### src/rtl/fetch_unit.sv
// fetch_unit: RV32I instruction-fetch stage.
// Owns the fetch PC and issues one instruction-memory request at a time.
// Returned instructions go into a small {pc, instr} FIFO whose head feeds IF/ID.
// Handshake: a request transfers when imem_req && imem_ready. Once raised,
// imem_req/imem_addr hold until accepted, and only a redirect withdraws them.
// Each accepted request gets exactly one in-order imem_rvalid pulse.
module fetch_unit #(
   parameter logic [31:0] RESET_PC  = 32'h0000_0000,
   parameter logic [31:0] NOP_INSTR = 32'h0000_0013,
   parameter int          BUF_DEPTH = 2
) (
   input  logic        clk,
   input  logic        rst_n,
   input  logic        Stall_F,
   input  logic        redirect,
   input  logic [31:0] redirect_pc,
   output logic        imem_req,
   output logic [31:0] imem_addr,
   input  logic        imem_ready,
   input  logic        imem_rvalid,
   input  logic [31:0] imem_rdata,
   output logic        validF,
   output logic [31:0] instrF,
   output logic [31:0] PCF,
   output logic [31:0] PCp4F
);

   localparam int          PW      = $clog2(BUF_DEPTH);
   localparam int          CW      = $clog2(BUF_DEPTH + 1);
   localparam logic [CW:0] DEPTH_C = (CW+1)'(BUF_DEPTH);

   logic [31:0]   fpc;        // next address to request
   logic [31:0]   reqPc;      // address of the request currently outstanding
   logic          outFlag;    // one request in flight
   logic          dropFlag;   // in-flight response belongs to a squashed path
   logic [PW-1:0] rdPtr;
   logic [PW-1:0] wrPtr;
   logic [CW-1:0] count;
   logic [31:0]   bufPc    [BUF_DEPTH];
   logic [31:0]   bufInstr [BUF_DEPTH];

   logic          pop;
   logic          push;
   logic          accept;
   logic          slotFree;
   logic [CW:0]   occupancy;
   logic [31:0]   headPc;

   // Issue decision, FIFO push/pop strobes and the IF/ID-facing outputs.
   // A slot being popped this cycle counts as free, so a 1-cycle memory keeps
   // the pipe full; the in-flight request already owns one slot.
   always_comb begin
      validF    = (count != '0) && !redirect;
      pop       = validF && !Stall_F;
      occupancy = {1'b0, count} + (CW+1)'(outFlag) - (CW+1)'(pop);
      slotFree  = occupancy < DEPTH_C;
      imem_req  = rst_n && !redirect && (!outFlag || (imem_rvalid && !dropFlag)) && slotFree;
      imem_addr = fpc;
      accept    = imem_req && imem_ready;
      push      = imem_rvalid && outFlag && !dropFlag && !redirect;
      headPc    = bufPc[rdPtr];
      instrF    = validF ? bufInstr[rdPtr] : NOP_INSTR;
      PCF       = validF ? headPc : '0;
      PCp4F     = validF ? headPc + 32'd4 : '0;
   end

   // Fetch PC, outstanding/drop tracking and FIFO bookkeeping; redirect wins over all.
   always_ff @(posedge clk or negedge rst_n) begin
      if (!rst_n) begin
         fpc      <= RESET_PC;
         reqPc    <= RESET_PC;
         outFlag  <= 1'b0;
         dropFlag <= 1'b0;
         rdPtr    <= '0;
         wrPtr    <= '0;
         count    <= '0;
      end else if (redirect) begin
         fpc   <= {redirect_pc[31:2], 2'b00};
         rdPtr <= '0;
         wrPtr <= '0;
         count <= '0;
         if (outFlag && !imem_rvalid) begin
            dropFlag <= 1'b1;
         end else begin
            outFlag  <= 1'b0;
            dropFlag <= 1'b0;
         end
      end else begin
         if (accept) begin
            outFlag <= 1'b1;
            fpc     <= fpc + 32'd4;
            reqPc   <= fpc;
         end else if (imem_rvalid) begin
            outFlag <= 1'b0;
         end
         if (imem_rvalid && dropFlag) dropFlag <= 1'b0;
         if (push) wrPtr <= wrPtr + 1'b1;
         if (pop)  rdPtr <= rdPtr + 1'b1;
         if (push && !pop)      count <= count + 1'b1;
         else if (pop && !push) count <= count - 1'b1;
      end
   end

   // FIFO storage: capture the request PC alongside the returned instruction.
   always_ff @(posedge clk) begin
      if (push) begin
         bufPc[wrPtr]    <= reqPc;
         bufInstr[wrPtr] <= imem_rdata;
      end
   end

endmodule

### config.mk
export PLATFORM = sky130hd
export DESIGN_NAME = fetch_unit
export DESIGN_NICKNAME = d
export VERILOG_FILES = /design/src/rtl/fetch_unit.sv
export SDC_FILE = /design/constraint.sdc
export NUM_CORES = 1
export LEC_CHECK = 0
export ABC_AREA = 1
export CORE_MARGIN = 2
export CORE_UTILIZATION = 47
export DETAILED_ROUTE_END_ITERATION = 10
export GPL_TIMING_DRIVEN = 0
export PLACE_DENSITY = 0.77
export SKIP_LAST_GASP = 1
export SYNTH_ARGS = -nofsm -noshare
export SYNTH_HDL_FRONTEND = slang
export SYNTH_SLANG_ARGS = --single-unit
### constraint.sdc
create_clock -name clk -period 3.7 [get_ports clk]
set_clock_uncertainty 0.2 [all_clocks]
set_input_delay 0.555 -clock clk [delete_from_list [all_inputs] [get_ports clk]]
set_output_delay 0.555 -clock clk [all_outputs]
set_load 0.005 [all_outputs]
# --- Yosys cells after proc, flatten, opt, wreduce, memory -nomap -nowiden ---
# Memories as Yosys holds them, arrays and structs flattened.
# Cells that the tools add are included.
word_totals:
  register_bits: 70
  ramBits: 128
  out_inout_bits: 130
  elab_cells: 72
  n_memories: 2
classes:
  n_addsub: 8
  magnitude_cmp: 1
  n_eq_ne: 1
  mux: 21
  n_bitwise: 1
  reduce_logical: 31
mem_list:
  columns: ["memory", "depth", "width", "read_ports", "rd_clocked_by_memory_dff", "write_ports", "line_no", "rtl"]
  rows:
  - ["bufInstr", 2, 32, 1, 0, 1, "40", "logic [31:0] bufInstr [BUF_DEPTH];"]
  - ["bufPc", 2, 32, 1, 0, 1, "39", "logic [31:0] bufPc [BUF_DEPTH];"]
op_table:
  columns: ["cell", "count"]
  rows:
  - ["$mux 32", 5]
  - ["$add 32x3->32 const B", 2]
  - ["$logic_and 1x1->1", 14]
  - ["$mux 1", 13]
  - ["$reduce_bool 2->1", 5]
  - ["$logic_not 1->1", 7]
  - ["$mux 2", 3]
  - ["$reduce_bool 3->1", 2]
  - ["$reduce_and 2->1", 2]
  - ["$add 2x1->3", 1]
  - ["$lt 3x2->1 const B", 1]
  - ["$sub 3x1->3", 1]
  - ["$add 1x1->1 const B", 2]
  - ["$add 2x1->2 const B", 1]
  - ["$ne 2x2->1 const B", 1]
  - ["$sub 2x1->2 const B", 1]
  - ["$logic_or 1x1->1", 1]
  - ["$not 1->1", 1]

# --- Logic depth before layout (Yosys ltp) ---
logic_depth:
  word_depth: 9
  depth_mapped: 16

# --- Least setup slack after synthesis ---
# OpenSTA, ideal clock, no wires.
synth_path:
  kind: "input to register"
  from: "in redirect"
  to: "mem bufInstr[1][0], enable pin"
  setup_time_ns: 0.482
  arrival_time_ns: 3.807
  required_time_ns: 3.018
  setup_slack_ns: -0.789
  stages: 5
  path_buffers: 2
  path_cell_list: "buf_2 > inv_1 > clkbuf_1 > nand2_1 > nor2_1"
synth_between:
  elab_chain_cells: 4
synth_lines:
  columns: ["element", "line_no", "rtl"]
  rows:
  - ["from (decl)", "15", "input logic redirect,"]
  - ["$logic_not 1->1", "60", "push = imem_rvalid && outFlag && !dropFlag && !redirect;"]
  - ["$logic_and 1x1->1", "60", null]
  - ["$mux 1", "106", "if (push) begin"]
  - ["$mux 1 (implied by the code)", "108", "bufInstr[wrPtr] <= imem_rdata;"]
  - ["to (decl)", "40", null]
# Every way passes these cells.

# --- Final worst setup path ---
layout_path:
  from: "reg count[0]"
  to: "out imem_req"
layout_between:
  elab_chain_cells: 6
  elab_cells_between_ends: 7
  classes_between: "2 x add/sub; 1 x order compare; 4 x reduce/logical"
layout_lines:
  columns: ["element", "line_no", "rtl"]
  rows:
  - ["from (decl)", "38", "logic [CW-1:0] count;"]
  - ["from (signal assigned)", "99", "if (push && !pop) count <= count + 1'b1;"]
  - ["from (signal assigned)", "100", "else if (pop && !push) count <= count - 1'b1;"]
  - ["branches (longest 3 deep; another with $add 2x1->3)", null, null]
  - ["$sub 3x1->3 (*)", "55", "occupancy = {1'b0, count} + (CW+1)'(outFlag) - (CW+1)'(pop);"]
  - ["$lt 3x2->1 (*)", "56", "slotFree = occupancy < DEPTH_C;"]
  - ["$logic_and 1x1->1 (*)", "57", "imem_req = rst_n && !redirect && (!outFlag || (imem_rvalid && !dropFlag)) && slotFree;"]
  - ["to (decl)", "17", "output logic imem_req,"]
# Mark *: on every way between the ends.

==> results.py <==
metrics = {
    "synthesis": {
        "synth.top_cells.by_area": "edfxtp_1 (38%), dfrtp_1 (17%), nand2_1 (16%), inv_1 (5.8%), nor2_1 (4.2%)",
        "yosysUniqueCellTypes": 39,
        "synth-seq-cells": 190,
        "synth_top_area_share_pct": 37.9,
        "seq_area_frac_synth_pct": 54.8,
        "yosys.area.top_type": "edfxtp_1",
        "yosys_warnings": 0,
        "synthCells": 1179,
        "avgSynthCellArea_um2": 8.32,
        "netlist_area_um2": 9810,
    },
    "layout": {
        "drive_above_1_share_pct": 11.2,
        "layout_commonest_cell": "nand2_1",
        "design_area_um2": 13100,
        "fillerInstances": 1704,
        "nets": 1488,
        "num_antenna_cells": 0,
        "instances_no_fill": 1697,
        "areaGrowthSynthToFinish_pct": 33.0,
        "most-common-layout-cells": "nand2_1 (415), clkdlybuf4s50_1 (184), inv_1 (150)",
    },
    "clock_network": {
        "cts_hold_buf": 0,
        "clock_latency_ns": 0.44,
        "clock_path_buffers": 2,
        "path_clk_slew_ns": 0.08,
        "cts-root-buf": "clkbuf_16",
        "htreeDepth": 4,
        "cts_tree": "yes",
        "numCtsBuffers": 17,
        "cts.sinks": 190,
    },
    "routing": {
        "dr.pass1.iters": 5,
        "vias_per_cell": 5.04,
        "routed_wl_um": 26300,
        "ant_nets": 0,
        "wl_per_cell_um": 15.5,
        "drtIter0Drc": 671,
        "drc": 0,
        "routed-via-count": 8551,
    },
    "floorplan": {
        "die_w_um": 149,
        "dieArea_um2": 22100,
        "die_y_um": 149,
        "core_area_um2": 20400,
        "pin_count": 200,
        "start_util_pct": 48.2,
        "rows": 52,
    },
    "placed_design": {
        "dp_hpwl_um": 19100,
        "place_area_um2": 12200,
        "portBuffers": 190,
        "dp_cells": 1648,
        "place_congestion": 0.914,
    },
    "timing": {
        "relSlewSlack_pct": 39.3,
        "setup_viol": 0,
        "finalHoldViolCount": 2,
        "fin_setup_tns_ns": 0,
        "whs_ns": -0.00422,
        "rsz0062_at_grt": "yes",
        "worst_slew_pin_slew_ns": 0.909,
        "drv_slew": 0,
        "fin_crit_sh_pct": 97.2,
        "fmax_mhz": 278,
        "fin_crit_ns": 3.60,
    },
    "power": {
        "power.density_nw_per_um2": 545,
        "p_leak_uw": 0.00578,
        "peakVddDrop_mv": 0.388,
    },
    "run": {
        "max_cap_viol_count": 0,
    },
    "hold_path": {
        "hold_path_class": "input port to async pin",
    },
    "global_routing": {
        "grt_overflow_total": 0,
        "grtUsageTotal_pct": 23.7,
        "grt_pass1_vias": 8054,
        "grt_start_max_net_pins": 68,
        "antenna_found_initial": 0,
        "grt_pass1_wl_um": 40800,
    },
    "setup_path": {
        "crit_path_start_kind": "flop",
        "cp_data_arrival_time_ns": 2.84,
        "critPathCaptureType": "primary output",
        "required_ns": 2.94,
        "reg2regPathDepth": 18,
        "crit_fanout": 4,
        "crit_type": "flop to primary output",
    },
    "outcome": {
        "violations": "negative hold slack",
        "outcome": "finished, violations left",
    },
}
==> power breakdown <==
| part | total, µW | internal [µW] | switching [µW] |
|---|---|---|---|
| Combinational | 2330 | 1050 | 1280 |
| Clock | 1880 | 981 | 904 |
| Sequential | 2900 | 2630 | 273 |
==> area by class of cell <==
class / count / area, µm² / share of cell area (%)
inverter: 156 / 598 / 4.58
buffer: 49 / 312 / 2.39
clock buffer: 17 / 425 / 3.26
sequential: 190 / 5380 / 41.2
multi-input combinational: 789 / 3660 / 28.0
clock inverter: 15 / 193 / 1.48
tap: 270 / 338 / 2.59
timing repair buffer: 211 / 2150 / 16.5
==> per-stage QoR <==
| stage | total power, µW | utilization, % | hold WS, ns | setup WS [ns] |
|---|---|---|---|---|
| CTS | 7070 | 63.3 | 0.0419 | 0.000917 |
| floorplan | 4060 | - | 0.0594 | 0.227 |
| global placement | 5080 | 59.3 | 0.252 | -1.34 |
| finish | 7110 | 64.1 | -0.00422 | 0.105 |
| global route | 7500 | 64.1 | 0.0868 | -0.0431 |
| detailed placement | 5160 | 59.9 | 0.260 | -0.318 |
==> state kept, by name (all words and copies together), names as in the netlist <==
name,cells
bufInstr,64
rdPtr,1
reqPc,30
count,2
bufPc,60
wrPtr,1
dropFlag,1
imem_addr,30
outFlag,1
==> synthesized netlist by cell type <==
master,count
a21oi_1,13
a31oi_1,1
and2_1,3
and3_1,2
buf_1,1
buf_2,17
buf_4,7
buf_6,6
buf_8,2
clkbuf_1,16
clkinv_1,1
conb_1,1
dfrtp_1,66
edfxtp_1,124
fa_1,1
ha_1,3
inv_1,152
inv_2,2
inv_6,1
mux2i_1,1
nand2_1,420
nand2_2,26
nand2_4,1
nand3_1,47
nand3b_1,2
nand4_1,11
nor2_1,110
nor2_2,6
nor2_4,9
nor3_1,9
o211ai_1,13
o21ai_0,61
o21ai_1,19
o21ai_2,3
o221ai_1,3
o22ai_1,1
or2_2,2
xnor2_1,2
xor2_1,14
==> metal layers <==
metal	track usage, %	part of all wire, %	vias up	routed length (µm)
li1	-	-	4187	-
met1	32.1	43	3982	11500
met2	38.0	47	326	12400
met3	4.02	6.8	56	1780
met4	9.76	2.8	0	743
met5	0	0	-	0
==> worst max-delay path: stages (launching register included) <==
cell and delay (ns):
dfrtp_1 0.42, o21ai_2 0.15, nor2_2 0.07, ha_1 0.29, or2_2 0.32, fa_1 0.48
nand2_1 0.06, nor2_2 0.16, and3_4 0.21, dlygate4sd2_1 0.23
==> final timing paths <==
check | startpoint | endpoint | slack (ns)
max | count[0]$_DFFE_PN0P_ | imem_req | 0.10
min | rst_n | imem_addr[21]$_DFFE_PN0P_ | -0.004
max reg2reg | count[0]$_DFFE_PN0P_ | imem_addr[7]$_DFFE_PN0P_ | 0.14
min reg2reg | reqPc[29]$_DFFE_PN0P_ | bufPc[0][29]$_DFFE_PP_ | 0.28
max in group asynchronous | rst_n | imem_addr[6]$_DFFE_PN0P_ | 2.69
min in group clk | reqPc[29]$_DFFE_PN0P_ | bufPc[0][29]$_DFFE_PP_ | 0.28
==> kinds of logic after synthesis <==
family,synth area share (%)
compound gates,6.40
xor+xnor,1.43
buf+inv,9.06
mux,0.102
flops,54.8
simple gates,27.6
fa+ha+maj,0.586
other cells,0.0382
==> what timing repair did <==
| item | CTS | global route |
|---|---|---|
| pin swaps | 4 | 5 |
| endpoints found under the setup margin | 14 | 75 |
| gates resized for setup | 9 | 30 |
| buffers inserted | 8 | 9 |
Note: power is estimated with default switching activity, not from simulation.
